## src/rtl/s9234_par_frame_tx.sv

```systemverilog
// Parity-framed serial word transmitter (start, DATA_W bits LSB first, parity, stop); PAR_FRAME_TX_ERR_INJECT_EN adds err_inj to corrupt the sent parity bit.
// Latency: line goes low the cycle after accept; backpressure: tx_ready is high only while idle, so one word is in flight at a time.
module s9234_par_frame_tx #(
    parameter int DATA_W       = 8,
    parameter int ODD_PAR      = 0,
    parameter int CLKS_PER_BIT = 4,
    parameter int STOP_BITS    = 1
) (
    input  logic              CK,
    input  logic              RST_N,
    input  logic [DATA_W-1:0] tx_data,
    input  logic              tx_valid,
`ifdef PAR_FRAME_TX_ERR_INJECT_EN
    input  logic              err_inj,
`endif
    output logic              tx_ready,
    output logic              tx_line,
    output logic              busy,
    output logic              frame_done,
    output logic              par_bit
);

    localparam int CW = (CLKS_PER_BIT > 1) ? $clog2(CLKS_PER_BIT) : 1;
    localparam int BW = (DATA_W > 1) ? $clog2(DATA_W) : 1;

    typedef enum logic [2:0] {IDLE, START, DATA, PARITY, STOP} state_t;

    state_t            state, state_nxt;
    logic [CW-1:0]     cnt, cnt_nxt;
    logic [BW-1:0]     bit_idx, bit_nxt;
    logic              stop_idx, stop_nxt;
    logic [DATA_W-1:0] shreg, shreg_nxt;
    logic              inj_q, inj_nxt;
    logic              line_nxt, ready_nxt, busy_nxt, done_nxt, par_nxt;
    logic              bit_end;
    logic              par_new;

    assign bit_end = (cnt == CW'(CLKS_PER_BIT - 1));
    assign par_new = (^tx_data) ^ (ODD_PAR != 0);

    always_comb begin
        state_nxt = state;
        cnt_nxt   = cnt;
        bit_nxt   = bit_idx;
        stop_nxt  = stop_idx;
        shreg_nxt = shreg;
        inj_nxt   = inj_q;
        line_nxt  = tx_line;
        ready_nxt = tx_ready;
        busy_nxt  = busy;
        done_nxt  = 1'b0;
        par_nxt   = par_bit;

        if (state != IDLE) begin
            cnt_nxt = bit_end ? '0 : cnt + 1'b1;
        end

        case (state)
            IDLE: begin
                if (tx_valid && tx_ready) begin
                    shreg_nxt = tx_data;
                    par_nxt   = par_new;
`ifdef PAR_FRAME_TX_ERR_INJECT_EN
                    inj_nxt   = err_inj;
`else
                    inj_nxt   = 1'b0;
`endif
                    state_nxt = START;
                    cnt_nxt   = '0;
                    bit_nxt   = '0;
                    stop_nxt  = 1'b0;
                    line_nxt  = 1'b0;
                    ready_nxt = 1'b0;
                    busy_nxt  = 1'b1;
                end
            end
            START: begin
                if (bit_end) begin
                    state_nxt = DATA;
                    line_nxt  = shreg[0];
                end
            end
            DATA: begin
                if (bit_end) begin
                    shreg_nxt = shreg >> 1;
                    if (bit_idx == BW'(DATA_W - 1)) begin
                        state_nxt = PARITY;
                        line_nxt  = par_bit ^ inj_q;
                    end else begin
                        bit_nxt  = bit_idx + 1'b1;
                        line_nxt = shreg_nxt[0];
                    end
                end
            end
            PARITY: begin
                if (bit_end) begin
                    state_nxt = STOP;
                    line_nxt  = 1'b1;
                end
            end
            STOP: begin
                if (bit_end) begin
                    // each stop bit is a full bit period; the last one returns to idle
                    if (stop_idx == 1'(STOP_BITS - 1)) begin
                        state_nxt = IDLE;
                        done_nxt  = 1'b1;
                        ready_nxt = 1'b1;
                        busy_nxt  = 1'b0;
                    end else begin
                        stop_nxt = 1'b1;
                    end
                end
            end
            default: begin
                state_nxt = IDLE;
                line_nxt  = 1'b1;
                ready_nxt = 1'b1;
                busy_nxt  = 1'b0;
            end
        endcase
    end

    always_ff @(posedge CK or negedge RST_N) begin
        if (!RST_N) begin
            state      <= IDLE;
            cnt        <= '0;
            bit_idx    <= '0;
            stop_idx   <= 1'b0;
            shreg      <= '0;
            inj_q      <= 1'b0;
            tx_line    <= 1'b1;
            tx_ready   <= 1'b1;
            busy       <= 1'b0;
            frame_done <= 1'b0;
            par_bit    <= 1'b0;
        end else begin
            state      <= state_nxt;
            cnt        <= cnt_nxt;
            bit_idx    <= bit_nxt;
            stop_idx   <= stop_nxt;
            shreg      <= shreg_nxt;
            inj_q      <= inj_nxt;
            tx_line    <= line_nxt;
            tx_ready   <= ready_nxt;
            busy       <= busy_nxt;
            frame_done <= done_nxt;
            par_bit    <= par_nxt;
        end
    end

endmodule

```

## config.mk

```make
export PLATFORM = sky130hd
export DESIGN_NAME = s9234_par_frame_tx
export DESIGN_NICKNAME = d
export VERILOG_FILES = /design/src/rtl/s9234_par_frame_tx.sv
export SDC_FILE = /design/constraint.sdc
export NUM_CORES = 1
export LEC_CHECK = 0
export CORE_ASPECT_RATIO = 1.75
export CORE_MARGIN = 2
export CORE_UTILIZATION = 47
export DETAILED_ROUTE_END_ITERATION = 16
export PLACE_DENSITY = 0.73
export SLEW_MARGIN = 20
export SYNTH_ARGS = -nofsm -noshare
export SYNTH_HDL_FRONTEND = slang
export SYNTH_SLANG_ARGS = --single-unit
```

## constraint.sdc

```tcl
create_clock -name CK -period 1.6 [get_ports CK]
set_input_delay 0.24 -clock CK [delete_from_list [all_inputs] [get_ports CK]]
set_output_delay 0.24 -clock CK [all_outputs]
set_load 0.02 [all_outputs]
```

; ---- After elaboration in Yosys (flattened, before gate mapping)
; Index checks and enable logic that the tools add are counted.
[word_totals]
ff_bits = 22
in_bits = 11
out_inout_bits = 5
elab_cells = 80
[classes]
n_addsub = 2
eq_ne = 14
mux = 38
bitwise = 2
reduce_logical = 14
[ops]
columns = op, count
row1 = 3-bit 2-to-1 mux, 10
row2 = 8-bit 2-to-1 mux, 2
row3 = "2-bit inequality test, second input constant", 8
row4 = 8-bit one-hot mux with 2 select lines, 1
row5 = 1-bit 2-to-1 mux, 15
row6 = 3-bit one-hot mux with 5 select lines, 1
row7 = 2-bit 2-to-1 mux, 4
row8 = 4-bit AND reduction, 2
row9 = 8-bit parity, 1
row10 = 7-bit AND reduction, 1
row11 = "3-bit by 2-bit equality test with 1-bit output, second input constant", 2
row12 = "3-bit equality test, second input constant", 2
row13 = 1-bit one-hot mux with 3 select lines, 2
row14 = 3-bit one-hot mux with 2 select lines, 1
row15 = 3-bit AND reduction, 2
row16 = 1-bit one-hot mux with 5 select lines, 1
row17 = 5-bit AND reduction, 1
row18 = 2-bit nonzero test, 2
row19 = "3-bit by 1-bit adder with 3-bit output, second input constant", 1
row20 = "3-bit by 1-bit equality test with 1-bit output, second input constant", 1
row21 = 3-bit zero test, 1
row22 = 3-bit nonzero test, 1
row23 = 3-bit OR reduction, 1
row24 = "2-bit by 1-bit adder with 2-bit output, second input constant", 1
row25 = other kinds (5), 6

; ---- Depth between registers and ports, before layout
[depth]
word_depth = 5
ltp_mapped = 6
mapped_depth_nobuf = 6

; ---- Least setup slack after synthesis
; No wires, ideal clock.
[synth_timing]
path_type = reg-to-reg
startpoint = reg tx_ready
endpoint = reg bit_idx[0]
setup_time_ns = 0.083
arrival_time_ns = 1.500
t_required_ns = 1.517
slack_ns = 0.018
stages_incl_launch_ff = 5
path_buffers = 0
period_less_slack_ns = 1.582
cell_sequence = dfstp_2 -> nand3b_1 -> a21o_1 -> or4b_1 -> o21ai_0
[synth_between]
elab_chain_cells = 3
[synth_lines]
columns = element, line_no
row1 = "start, declared", 16  ; output logic tx_ready,
row2 = "start signal, assigned", 144  ; tx_ready <= ready_nxt;
row3 = 1-bit logical AND, 60  ; if (tx_valid && tx_ready) begin
row4 = 2-bit inequality test (no source line), --
row5 = 4-bit AND reduction (no source line), --
row6 = "end signal, assigned", 139  ; bit_idx <= bit_nxt;
row7 = "end, declared", 30  ; logic [BW-1:0] bit_idx, bit_nxt;
; No other way between the ends.
; A chain may end at the register's enable or synchronous reset.

; ---- Worst setup path after layout
[layout_timing]
startpoint = reg par_bit
endpoint = out par_bit
[layout_rtl]
columns = element, line_no
row1 = "start, declared", 20  ; output logic par_bit
row2 = "start signal, assigned", 147  ; par_bit <= par_nxt;
; No word-level cell between the ends.

==> impl_metrics.toml <==
[outcome]
status = "finished clean"

[synthesis]
synth_area_leaders = "dfrtp_1, mux2i_1, xnor2_1, a21oi_1, dfstp_2"
synth_edf_count = 0
ys.flop_type = "dfrtp_1"
synth_cell_types = 32
netlist_instances = 115
ys_ff_latch = 21
syn-cell-area_um2 = 1132
ys_seq_area_share_pct = 46.63
syn_avg_cell_area_um2 = 9.846
yosys.area.top_type_share_pct = 41.99
synth_fp_nets = 130
yosysTopAreaCell = "dfrtp_1"
synth.most_common_cell = "dfrtp_1"
synth_top_cells_by_count = "dfrtp_1, nand2_1, a21oi_1, nor2_1"
async_reset_ff_share_pct = 100.0
ys_warn_count = 0

[floorplanning]
dieHeight_um = 68.93
start_util_pct = 49.18
fp.dieW_um = 41.11
core-area_um2 = 2302
fp.dieArea_um2 = 2833
io_pins = 16
rows = 23

[clock_tree]
htreeDepth = 1
clock_latency_ps = 260
cts.sinks = 21
cts_buffers = 3
cts-root-buf = "clkbuf_8"
cts_buffer_depth = 2
clk_pin_slew_ps = 80
cts_tree = "built"

[pwr]
power.density_nw_per_um2 = 1434
power_switching_share_pct = 36.65
pwr-share-comb_pct = 46.4
power_mw = 2.139
p_leak_nw = 0.6467
switching_power_uw = 784.1
clkPwrFrac_pct = 16.1
p_seq_share_pct = 37.5
ir_drop_mv = 0.8909
p_int_mw = 1.355

[route]
routedWlPerCell_um = 13.95
ant_nets = 0
wirelength_mm = 2.399
post-route-drc-count = 0
vias = 918
drtIter0Drc = 17
vias_per_cell = 5.337
drtPass1Iterations = 4

[grt]
antenna_found_initial = 0
grt_pass1_vias = 900
grt_max_degree = 22
grt_pass1_wl_mm = 3.753
gr-total-overflow = 0
grt_usage_pct = 19.64

[cells_and_area]
areaGrowthSynthToFinish_pct = 31.71
drive_gt1_share_pct = 20.41
antennaDiodeCount = 0
finalNetCount = 163
fillCellCount = 202
final_util_pct = 64.78

[place]
portBuffers = 15
gp_congestion = 0.7651
detailedPlace.worstSlack_ps = -72.70
hpwlAfterDp_mm = 1.854

[critical_path]
end_kind = "output port"
crit_path_max_fanout = 3
cp_slowest_cell = "clkdlybuf4s50_1"
critPathBufInv = 1
required_ps = 1360
worst-setup-path-type = "reg2out"
r2r_slack_ps = 60
worstPathArrival_ps = 1320
crit_chain = "clkdlybuf4s50_1"
cp_top_family = "buffers and inverters"
cpPeakStageDelay_ps = 640
start_kind = "flop"

[timing]
fin_crit_sh_pct = 97.26
clock_skew_ps = 8.105
setup_viol = 0
hold_viol = 0
timing.final.ws_setup_ps = 43.81
worstMarginPinSlew_ps = 280.1
rsz0062_at_grt = "yes"
layout_min_cycle_time_ps = 1556
relSlewSlack_pct = 81.28
max_freq_mhz = 642.6
slew_viol_final = 0

[min_path]
hold_path_class = "in2async"

[run]
cap_violations = 0
registers in the layout (all words and copies together), names as in the netlist:
register / flops
tx_ready: 1
bit_idx: 3
shreg: 8
state: 3
busy: 1
par_bit: 1
cnt: 2
tx_line: 1
frame_done: 1
power groups by stage:
stage	registers (mW)	clock network, mW	logic [mW]
global placement	0.799	0	0.941
finish	0.803	0.344	0.992
CTS	0.804	0.349	0.976
floorplan	0.813	0	0.626
global route	0.823	0.364	1.11
detailed placement	0.813	0	0.980
stage by stage:
stage	std cells	setup TNS, ps	instance area (um2)	hold WS [ps]
6_report	172	0	1491	310.9
5_1_grt	172	-15.73	1491	369.8
4_1_cts	169	0	1455	327.2
3_5_place_dp	165	-72.70	1406	523.2
3_3_place_gp	165	-28.34	1406	502.7
2_1_floorplan	115	0	1132	-55.59
metal layers:
metal  up-vias  GRT usage [%]  part of all wire, %
met5         -              0                    0
met4         0          8.468                  1.4
met3         4          1.923                  2.8
met2        17          36.72                   57
met1       431          20.33                   38
li1        466              -                    -
placed cells by master (no fill, tap or decap), types with 2 or more instances in the layout:
cell type	n
a21oi_1	12
a22o_1	2
a31oi_1	2
buf_4	15
clkbuf_8	3
clkdlybuf4s50_1	13
dfrtp_1	19
dfstp_2	2
dlygate4sd2_1	2
ha_1	2
inv_1	4
mux2_2	2
mux2i_1	7
nand2_1	13
nand2b_1	2
nand3_1	2
nand3b_1	3
nor2_1	10
o21ai_0	5
o21ai_1	2
xnor2_1	7
worst paths after layout:
path	from	endpoint	depth (start not counted)
worst max-delay path	par_bit	par_bit	1
max in group asynchronous	RST_N	tx_line	2
min in group CK	shreg[3]	shreg[3]	2
worst max register to register	bit_idx[0]	bit_idx[0]	5
worst min register to register	shreg[3]	shreg[3]	2
worst min-delay path	RST_N	bit_idx[0]	2
cell type report:
cell class	instances	area (um2)	area share (%)
Multi-Input combinational cell	86	579.3	38.84
Sequential cell	21	528.0	35.40
Timing Repair Buffer	32	291.5	19.55
Clock buffer	3	41.29	2.768
Tap cell	25	31.28	2.097
Inverter	4	15.01	1.007
Clock inverter	1	5.005	0.3356
repair_timing:
item | 4_1_cts | 5_1_grt
buffers inserted | 0 | 3
gates resized for setup | 4 | 4
pin swaps | 0 | 1
cloned | 0 | 0
endpoints found under the setup margin | 4 | 2
hold buffers | 0 | 0
logic make-up after synthesis:
logic type | after synthesis | share of synthesized area, %
AND/OR/NAND/NOR | 36 | 15.80
buffers and inverters | 8 | 3.535
XOR/XNOR | 8 | 6.188
AO/OA/AOI/OAI | 29 | 15.25
flip-flops | 21 | 46.63
multiplexers | 9 | 8.177
adder cells (fa/ha/maj) | 4 | 4.420
Power figures use the tool's default switching activity.
==> variant (same flow settings) <==
`shreg` no longer has a reset.
--- a/src/rtl/s9234_par_frame_tx.sv
+++ b/src/rtl/s9234_par_frame_tx.sv
@@ -128,3 +128,2 @@
             stop_idx   <= 1'b0;
-            shreg      <= '0;
             inj_q      <= 1'b0;
@@ -140,3 +139,2 @@
             stop_idx   <= stop_nxt;
-            shreg      <= shreg_nxt;
             inj_q      <= inj_nxt;
@@ -150,2 +148,6 @@
 
+    always_ff @(posedge CK) begin
+        shreg <= shreg_nxt;
+    end
+
 endmodule
Check against the original RTL: same outputs for any inputs over 10 cycles, from zero or initial values and one cycle with RST_N low; that may be too few to reach the edited logic, so the function may still have changed.
==> variant against the original RTL <==
- sequential cell count is the same
- synthesized area shrank 1.3%
- die area shrank 1.2%
- routed wire length shrank 2.9%
- design area shrank 1.3%
- total power grew 19%
- setup slack gained 0.0039 ns
- global-route usage is essentially flat
- largest power group unchanged
==> variant: results (changes against the original RTL) <==
- First-pass GRT wire length: 3663 um (-2.4%)
- Via density: 5.584 (+4.6%)
- Largest net degree at the start of global routing: 14 (-36%)
- Postcts setup bufs: 0 (unchanged)
- CP peak stage delay: 0.47 ns (-0.17 ns)
- Worst slack, placed: -0.1018 ns (-0.02913 ns)
- Clk slew on worst S/H paths: 0.08 ns (about the same)
- Layout Skew: 0.003841 ns (-0.004264 ns)
- Yosys warns: 0 (unchanged)
- Worst path slowest cell: dfrtp_2
- Seq/Total Area, Yosys: 50.84% (+4.2 points)
- Share of layout cells above drive strength 1: 30.23% (+9.8 points)
- Status: completed
- Total track usage: 19.68% (+0.047 points)
- Worst setup path start: state[1]
- Drt initial violations: 11 (-6)
- CP delay by family, top: simple AND/OR/NAND/NOR gates
- Nets: 145 (-11%)
- I/O Buffers: 15 (unchanged)
- Routed wire per std cell: 15.12 um (+8.4%)
- Slew @ Worst Pin: 0.2592 ns (-0.02089 ns)
- H-tree depth: 1 (unchanged)
- Met1 GRT Util: 19.33% (-1.0 points)
- Synth unique cells: 33 (+3.1%)
- Worst Path Arrival: 1.76 ns (+0.44 ns)
- Syn_nets: 113 (-13%)
- Critical path peak fanout: 8 (+5)
- DR WL met2: 1355 um (-1.7%)
- Detailed Place HPWL: 1800 um (-2.9%)
- Number of synthesized flops with an enable pin: 8 (+8)
- Filler cells: 196 (-3.0%)
- GR met2 Demand/Resource: 37.50% (+0.78 points)
- Maximum VDD drop: 0.0008638 V (-3.0%)
- XOR/XNOR share of the synthesized area: 6.271% (+0.083 points)
- Area after DPL: 0.001403 sq mm (-0.27%)
- Adder-Cell Fraction of Synth Area: 4.479% (+0.059 points)
- Wl on met1: 874 um (-4.9%)
- Met3 Wirelength: 56 um (-18%)
- Vias in the first global route: 846 (-6.0%)
- Ys async rst share: 61.90% (-38 points)
- Synth top cells by count: dfrtp_1 (11), nand2_1 (11), mux2_2 (9), edfxtp_1 (8), xnor2_1 (7)
- Antenna Cells: 0 (unchanged)
- Synth area leaders: dfrtp_1 (25%), edfxtp_1 (22%), mux2_2 (9.1%), xnor2_1 (5.5%), dfstp_2 (4.7%)
- Post-synthesis mux area share: 9.071% (+0.89 points)
- Compound-gate portion of the synthesized area: 11.87% (-3.4 points)
- Routability cong.: 0.7980 (+4.3%)
- Switch share: 36.20% (-0.46 points)
-- variant: changes by cell type in the layout (fill, tap and decap cells not counted), moves of 2 or more --
| cell | delta |
|---|---|
| dfrtp_1 | -9 |
| nand2_1 | -2 |
| a21oi_1 | -11 |
| edfxtp_1 | +8 |
| o21ai_1 | -2 |
| o22ai_1 | +2 |
| nor2_1 | -7 |
| nand3_1 | +2 |
| buf_4 | +2 |
| mux2i_1 | -7 |
| mux2_2 | +7 |
-- variant: power by group through the flow --
stage	combinational, uW	clock, uW	sequential, uW
3_5_place_dp	1240	0	935
6_report	1260	351	941
4_1_cts	1250	348	930
5_1_grt	1380	382	967
2_1_floorplan	734	0	946
3_3_place_gp	1190	0	923
-- variant: worst paths after layout --
| check | cells after the start | slack (ns) | to |
|---|---|---|---|
| hold reg to reg | 1 | 0.54 | cnt[0] |
| max in group asynchronous | 2 | 1.08 | tx_ready |
| min in group CK | 1 | 0.54 | cnt[0] |
| hold / removal | 2 | 0.28 | bit_idx[1] |
| setup / recovery | 4 | 0.05 | bit_idx[0] |
| setup reg to reg | 4 | 0.05 | bit_idx[0] |
-- variant: timing repair --
action,in CTS,in global routing
resized for setup,4,3
endpoints found under the setup margin,3,2
endpoints found under the hold margin,0,0
-- variant: stage by stage --
stage	hold slack [ns]	instances
floorplan	-0.05559	98
global placement	0.5047	150
detailed placement	0.5295	150
CTS	0.2925	154
global route	0.3007	154
finish	0.2841	154
-- variant: cell type report --
type | count | area, sq um | area share (%)
sequential | 21 | 569.3 | 38.66
clock buffer | 3 | 41.29 | 2.804
tap | 25 | 31.28 | 2.124
multi-input combinational | 69 | 539.3 | 36.62
inverter | 3 | 11.26 | 0.7647
timing repair buffer | 32 | 275.3 | 18.69
clock inverter | 1 | 5.005 | 0.3398
